## config.mk

```make
export PLATFORM = sky130hd
export DESIGN_NAME = key_counter_display
export DESIGN_NICKNAME = d
export VERILOG_FILES = /design/src/rtl/key_counter_display.sv
export SDC_FILE = /design/constraint.sdc
export NUM_CORES = 1
export LEC_CHECK = 0
export BUFFER_PORTS_ARGS = -buffer_cell sky130_fd_sc_hd__buf_4
export CORE_UTILIZATION = 47
export CTS_CLUSTER_DIAMETER = 50
export DETAILED_ROUTE_END_ITERATION = 7
export GPL_TIMING_DRIVEN = 0
export PLACE_DENSITY = 0.66
export SLEW_MARGIN = 20
export SYNTH_ARGS = -nofsm -noshare
export SYNTH_HDL_FRONTEND = slang
export SYNTH_SLANG_ARGS = --single-unit
```

## constraint.sdc

```tcl
create_clock -name clk -period 6.2 [get_ports clk]
set_input_delay 0.93 -clock clk [delete_from_list [all_inputs] [get_ports clk]]
set_output_delay 0.93 -clock clk [all_outputs]
set_load 0.1 [all_outputs]
```

## src/rtl/key_counter_display.sv

```systemverilog
// 4-digit BCD up/down/clear counter driven by debounced key pulses, with a
// time-multiplexed seven-segment scan. Define LEADING_ZERO_BLANK_EN to blank leading zeros.
module key_counter_display #(
    parameter int unsigned SCAN_DIV = 100000
) (
    input  logic        clk,
    input  logic        rst_n,
    input  logic        inc_pulse,
    input  logic        dec_pulse,
    input  logic        clr_pulse,
    output logic [15:0] bcd,
    output logic [3:0]  an,
    output logic [7:0]  seg
);
    localparam logic [23:0] SCAN_LAST = 24'(SCAN_DIV - 1);

    logic [15:0] bcd_q, bcd_d, bcd_inc, bcd_dec;
    logic [23:0] scan_q, scan_d;
    logic [1:0]  dig_q, dig_d;
    logic [3:0]  an_q, an_d;
    logic [7:0]  seg_q, seg_d;
    logic        cy, bw, blank;
    logic [3:0]  nib;

    function automatic logic [6:0] dec7(input logic [3:0] n);
        case (n)
            4'd0:    dec7 = 7'h3F;
            4'd1:    dec7 = 7'h06;
            4'd2:    dec7 = 7'h5B;
            4'd3:    dec7 = 7'h4F;
            4'd4:    dec7 = 7'h66;
            4'd5:    dec7 = 7'h6D;
            4'd6:    dec7 = 7'h7D;
            4'd7:    dec7 = 7'h07;
            4'd8:    dec7 = 7'h7F;
            4'd9:    dec7 = 7'h6F;
            default: dec7 = 7'h00;
        endcase
    endfunction

    // Ripple carry through the nibbles; a nibble that absorbs the carry stops the chain.
    always_comb begin
        bcd_inc = bcd_q;
        cy      = 1'b1;
        for (int i = 0; i < 4; i++) begin
            if (cy) begin
                if (bcd_q[i*4 +: 4] == 4'd9) begin
                    bcd_inc[i*4 +: 4] = 4'd0;
                end else begin
                    bcd_inc[i*4 +: 4] = bcd_q[i*4 +: 4] + 4'd1;
                    cy = 1'b0;
                end
            end
        end
    end

    always_comb begin
        bcd_dec = bcd_q;
        bw      = 1'b1;
        for (int i = 0; i < 4; i++) begin
            if (bw) begin
                if (bcd_q[i*4 +: 4] == 4'd0) begin
                    bcd_dec[i*4 +: 4] = 4'd9;
                end else begin
                    bcd_dec[i*4 +: 4] = bcd_q[i*4 +: 4] - 4'd1;
                    bw = 1'b0;
                end
            end
        end
    end

    always_comb begin
        bcd_d = bcd_q;
        if (clr_pulse)                   bcd_d = 16'h0000;
        else if (inc_pulse && !dec_pulse) bcd_d = bcd_inc;
        else if (dec_pulse && !inc_pulse) bcd_d = bcd_dec;
    end

    always_comb begin
        scan_d = scan_q + 24'd1;
        dig_d  = dig_q;
        if (scan_q == SCAN_LAST) begin
            scan_d = 24'd0;
            dig_d  = dig_q + 2'd1;
        end
    end

    always_comb begin
        nib = bcd_q[dig_q*4 +: 4];
`ifdef LEADING_ZERO_BLANK_EN
        // Ones digit is never blanked so a zero count still shows "0".
        case (dig_q)
            2'd1:    blank = (bcd_q[15:4]  == 12'h000);
            2'd2:    blank = (bcd_q[15:8]  == 8'h00);
            2'd3:    blank = (bcd_q[15:12] == 4'h0);
            default: blank = 1'b0;
        endcase
`else
        blank = 1'b0;
`endif
        an_d  = 4'b0001 << dig_q;
        seg_d = blank ? 8'h00 : {1'b0, dec7(nib)};
    end

    always_ff @(posedge clk or negedge rst_n) begin
        if (!rst_n) begin
            bcd_q  <= '0;
            scan_q <= '0;
            dig_q  <= '0;
            an_q   <= '0;
            seg_q  <= '0;
        end else begin
            bcd_q  <= bcd_d;
            scan_q <= scan_d;
            dig_q  <= dig_d;
            an_q   <= an_d;
            seg_q  <= seg_d;
        end
    end

    assign bcd = bcd_q;
    assign an  = an_q;
    assign seg = seg_q;
endmodule
```

Word level (Yosys, flattened, before mapping)
Memories as Yosys holds them, arrays and structs flattened. A register that Yosys moved wholly into a read port is not among the register bits.
Cells that the tools add are included.
{"block": "totals", "input_bits": 5, "rom_bits": 112, "regBits": 46, "n_memories": 1, "wordCells": 72, "output_inout_bits": 28}
{"block": "op_classes", "reduce_logical": 16, "eq_ne": 8, "muxes": 28, "addsub": 10, "n_shift": 2}
{"memory": "(name not given)", "words": 16, "word_bits": 7, "rd": 1, "rd_ports_with_merged_regs": 1, "wr": 0, "line_no": "26", "rtl": "case (n)"}
{"cell": "2-to-1 mux 4 bit", "n": 14}
{"cell": "2-to-1 mux 16 bit", "n": 3}
{"cell": "adder 24 x 1 -> 24 bit (second input constant)", "n": 1}
{"cell": "== test 24 x 17 -> 1 bit (second input constant)", "n": 1}
{"cell": "2-to-1 mux 24 bit", "n": 1}
{"cell": "adder 4 x 1 -> 4 bit (second input constant)", "n": 4}
{"cell": "== test 4 bit (second input constant)", "n": 4}
{"cell": "zero test 4 bit", "n": 4}
{"cell": "variable part select 16 x 5 -> 4 bit", "n": 1}
{"cell": "subtractor 4 x 1 -> 4 bit (second input constant)", "n": 4}
{"cell": "nonzero test 3 bit", "n": 4}
{"cell": "2-to-1 mux 1 bit", "n": 10}
{"cell": "inequality test 3 bit (second input constant)", "n": 3}
{"cell": "AND reduction 3 bit", "n": 3}
{"cell": "left shift 1 x 2 -> 4 bit (first input constant)", "n": 1}
{"cell": "zero test 1 bit", "n": 3}
{"cell": "adder 2 x 1 -> 2 bit (second input constant)", "n": 1}
{"cell": "logical AND 1 bit", "n": 2}

Longest topological paths before layout
{"block": "logic_depth", "depth_word": 8, "depth_mapped": 9, "ltp_nobuf": 7}

Least setup slack after synthesis
OpenSTA, ideal clock, no wires.
{"block": "synth_path", "kind": "register to register", "start": "register bcd_q[5], in the netlist bcd[5]", "end": "register bcd_q[15], in the netlist bcd[15]", "arrival_ps": 2668, "stages_incl_launch_ff": 9, "setup_ps": 135, "path_slack_ps": 3397, "n_path_buf": 1, "path_cell_list": "dfrtp_1 > inv_1 > ha_1 > or3b_4 > nand3_2 > or4b_4 > buf_2 > o31ai_1 > o31ai_1"}
{"block": "synth_via", "elab_chain_cells": 6, "word_cells_on_any_way": 11, "classes_between": "2 x eq/ne; 6 x mux; 3 x reduce/logical"}
{"item": "from (decl)", "line_no": "17", "rtl": "logic [15:0] bcd_q, bcd_d, bcd_inc, bcd_dec;"}
{"item": "from (signal assigned)", "line_no": "107", "rtl": "bcd_q <= '0;"}
{"item": "from (signal assigned)", "line_no": "113", "rtl": "bcd_q <= bcd_d;"}
{"item": "== test 4 bit / zero test 4 bit (equally long branches)", "line_no": "47, 62"}
{"item": "2-to-1 mux 1 bit, on equally long branches", "line_no": "47, 62"}
{"item": "2-to-1 mux 1 bit, on equally long branches (2 in a row)", "line_no": "46, 61"}
{"item": "inequality test 3 bit (no source line) / nonzero test 3 bit (equally long branches)"}
{"item": "AND reduction 3 bit (no source line) (*)"}
Mark *: on every way between the ends. The rest lies on a longest branch, timed or not.
A chain may end at the register's enable or synchronous reset.

Final worst setup path
{"block": "layout_path", "start": "register bcd_q[0], in the netlist bcd[0]", "end": "register bcd_q[15], in the netlist bcd[15]"}
Same word-level chain as after synthesis.

==> impl_results.md <==
* Total die area at 7140 um^2
* Period utilization at 42.3%
* Ys Warns at 0
* Core Region at 6460 um^2
* Io pins at 33
* Drt total wl at 6.42 mm
* Max-slew headroom at 36.7%
* Required time of the critical path at 6.37 ns
* Worst R2R Setup Slack at 3.58 ns
* DR iter-0 viols at 160
* Fmax at 381 MHz
* Worst hold endpoint: scan_q[0]$_DFF_PN0_
* Clk slew on worst S/H paths at 0.10 ns
* # fillers at 590
* P_sw at 772 uW
* Netlist cell types at 48
* Crit path DAT at 2.80 ns
* Worst hold-check path type: flop to flop
* Starting Density at 49.6%
* Synth Area in Compound Gates at 14.9%
* Gate power share at 53.0%
* FF+latch count, synth at 53
* Reg2reg end: bcd[15]$_DFFE_PN0P_
* Slowest CP cell: or4b_4
* Sequential area share after synthesis at 41.4%
* Clock root cell: clkbuf_8
* Share of the synthesized area in the top cell type at 41.4%
* Synth area leader: dfrtp_1
* Ys flop type: dfrtp_1
* Row Count at 29
* Reg2Reg Depth at 9
* CTS resizes at 0
* Post-synthesis xor/xnor area fraction at 6.57%
* GRT Total Usage at 19.5%
* Max Root-Sink Buffers at 2
* Count leader, synth: dfrtp_1
* Clock sink total at 53
* Vias in the first global route at 2,380
* Clk network pwr share at 15.7%
* Most frequent cells after synthesis: dfrtp_1, nor2_1, ha_1
* I/O Buffers at 31
* Sequential Power Share at 31.3%
* Post-Synth Adder-Cell Area at 9.77%
* Placer Congestion at 0.843
* Setup TNS at 0 ns
* Critical path's most frequent cell: o31ai_1
* Sw Ratio at 51.5%
* DPL Wire Length at 4.65 mm
* CTS tree: done
* Fin. Hold Viols at 0
* Hold Buf Count CTS at 0
* Grt total ovfl at 0
* Startpoint types: flop
* CP max stage delay at 0.57 ns
* Hold wc startpoint: scan_q[0]$_DFF_PN0_
* First-pass GRT wire length at 11.3 mm
* WHS Path Cells at 1
* PwrDens at 411 nW/um^2
* Pleak at 0.00165 uW
* Final core occ at 56.4%
* Max-Cap Viols at 0
* Cell-internal power at 726 uW
* Post-synth ARST share at 100%
* Drt first pass iters at 8
* Syn avg cell area at 9.61 um^2
* Number of synthesized flops with an enable pin at 0
* Buffers inserted by post-CTS timing repair at 0
* Clock Latency Late Sink at 0.30 ns
* Setup CP Type: flop to flop
* RSZ-0062 raised after global routing: false
* Total CTS buffers at 5
* Initial antenna violation count at 0
* Synth area leaders: dfrtp_1, ha_1, xnor2_1
* Critical Path Sink Type: flop
* Pin count of the biggest net entering global routing at 54
* Post-route minimum period at 2.62 ns
* Worst-Margin Slew at 0.947 ns
* Die H at 84.5 um
* Pwr Total at 1500 uW
* RR Startpoint: bcd[0]$_DFFE_PN0P_
* Syn nets at 363
* Antenna diode count at 0
* Critical-path cell list: clkbuf_1 > inv_1 > ha_1 > nor3b_2 > a211oi_1 > or4b_4 > buf_2 > o31ai_1 > o31ai_1
* Post-Synthesis Cells at 333
* Post-route ant nets at 0
* Nets at 401
* Design area at 3640 um^2
* Placed Area at 3530 um^2
* Synth-to-layout area growth at 13.8%
* Main combinational cell family by area after synthesis: simple AND/OR/NAND/NOR gates
* Share of cells above drive strength 1 at 15.3%
* Htree depth at 2
* Final setup violation count at 0
* Die Wd at 84.5 um
* VDD IR-drop max at 0.440 mV
* Clock Skew at 0.00479 ns
* Post-synthesis mux area share at 2.81%
* Synth Cell Area at 3200 um^2
* Vias at 2,547
* Simple-gate share of the synthesized area at 20.3%
* Critical path fanouts, max at 10
* Drt drc at 6
* Status: finished with violations
* Final Max Tran Viols at 0
* Via/cell ratio at 5.67
* Failing checks: DRC
* Wire per inst at 14.3 um
## routing by layer
metal  global-route usage (%)  share of wire, %  vias to the layer above
li1                         -                 -                     1256
met1                     28.4                49                     1224
met2                     30.5                45                       65
met3                     3.05               5.4                        2
met4                     5.24              0.26                        0
met5                        0                 0                        -
## area by class of cell
| class | instances | area, um^2 | area share [%] |
|---|---|---|---|
| clock buffer | 5 | 68.8 | 1.89 |
| inverter | 17 | 63.8 | 1.75 |
| buffer | 14 | 67.6 | 1.86 |
| tap | 77 | 96.3 | 2.65 |
| clock inverter | 3 | 43.8 | 1.20 |
| sequential | 53 | 1330 | 36.4 |
| multi-input combinational | 249 | 1740 | 47.9 |
| timing repair buffer | 31 | 233 | 6.39 |
## power by group through the flow
| stage | registers [uW] | logic, uW | clock network [uW] |
|---|---|---|---|
| floorplan | 824 | 272 | 0 |
| global placement | 477 | 786 | 0 |
| detailed placement | 477 | 792 | 0 |
| CTS | 470 | 793 | 244 |
| global route | 480 | 846 | 258 |
| finish | 469 | 793 | 235 |
## cell families (layout without fill, tap and decap cells)
logic type | count (synthesis) | in the layout
simple gates | 122 | 122
compound gates | 73 | 73
flops | 53 | 53
buf+inv | 31 | 70
fa+ha+maj | 25 | 25
xor+xnor | 24 | 24
mux | 4 | 4
other cells | 1 | 1
## sequential cells by signal (all words and copies together) (netlist names)
signal and count:
an 4, bcd 16, dig_q 2, scan_q 24, seg 7
## stage by stage
step | cells | setup WS (ns) | hold WS (ns)
after CTS | 449 | 3.60 | 0.488
after global routing | 449 | 3.40 | 0.513
after detailed placement | 441 | 3.34 | 0.475
final | 449 | 3.58 | 0.485
after global placement | 441 | 3.34 | 0.473
after floorplan | 333 | 3.40 | 0.447
## how the worst max path moves through the flow
stage / from / to / slack [ns] / cells past startpoint
floorplan: bcd[5]$_DFFE_PN0P_ / bcd[15]$_DFFE_PN0P_ / 3.40 / 8
CTS: bcd[0]$_DFFE_PN0P_ / bcd[15]$_DFFE_PN0P_ / 3.60 / 9
finish: bcd[0]$_DFFE_PN0P_ / bcd[15]$_DFFE_PN0P_ / 3.58 / 9
global placement: clr_pulse / bcd[15]$_DFFE_PN0P_ / 3.34 / 7
global route: bcd[0]$_DFFE_PN0P_ / bcd[15]$_DFFE_PN0P_ / 3.40 / 9
detailed placement: clr_pulse / bcd[15]$_DFFE_PN0P_ / 3.34 / 7
## worst max-delay path, delay by kind of cell (launching register included)
family / cells / cell delay [ns]
simple gates: 2 / 0.84
buf+inv: 3 / 0.51
compound gates: 3 / 0.48
flops: 1 / 0.42
fa+ha+maj: 1 / 0.22
## cell usage in the layout, fill, tap and decap left out, types with 4 or more instances in the layout
cell      count
a211oi_1      5
a21oi_1       8
a31oi_1       4
a32oi_1       4
and2_1        6
buf_4        32
clkbuf_1      9
clkbuf_8      5
dfrtp_1      53
ha_1         25
inv_1        17
mux4_2        4
nand2_1      23
nand3_1      12
nand4_1       7
nor2_1       37
nor2b_1       6
nor4_1        7
o21ai_0      20
o22ai_1       7
o31ai_1      13
xnor2_1      18
xor2_1        6
Power figures use the tool's default switching activity.
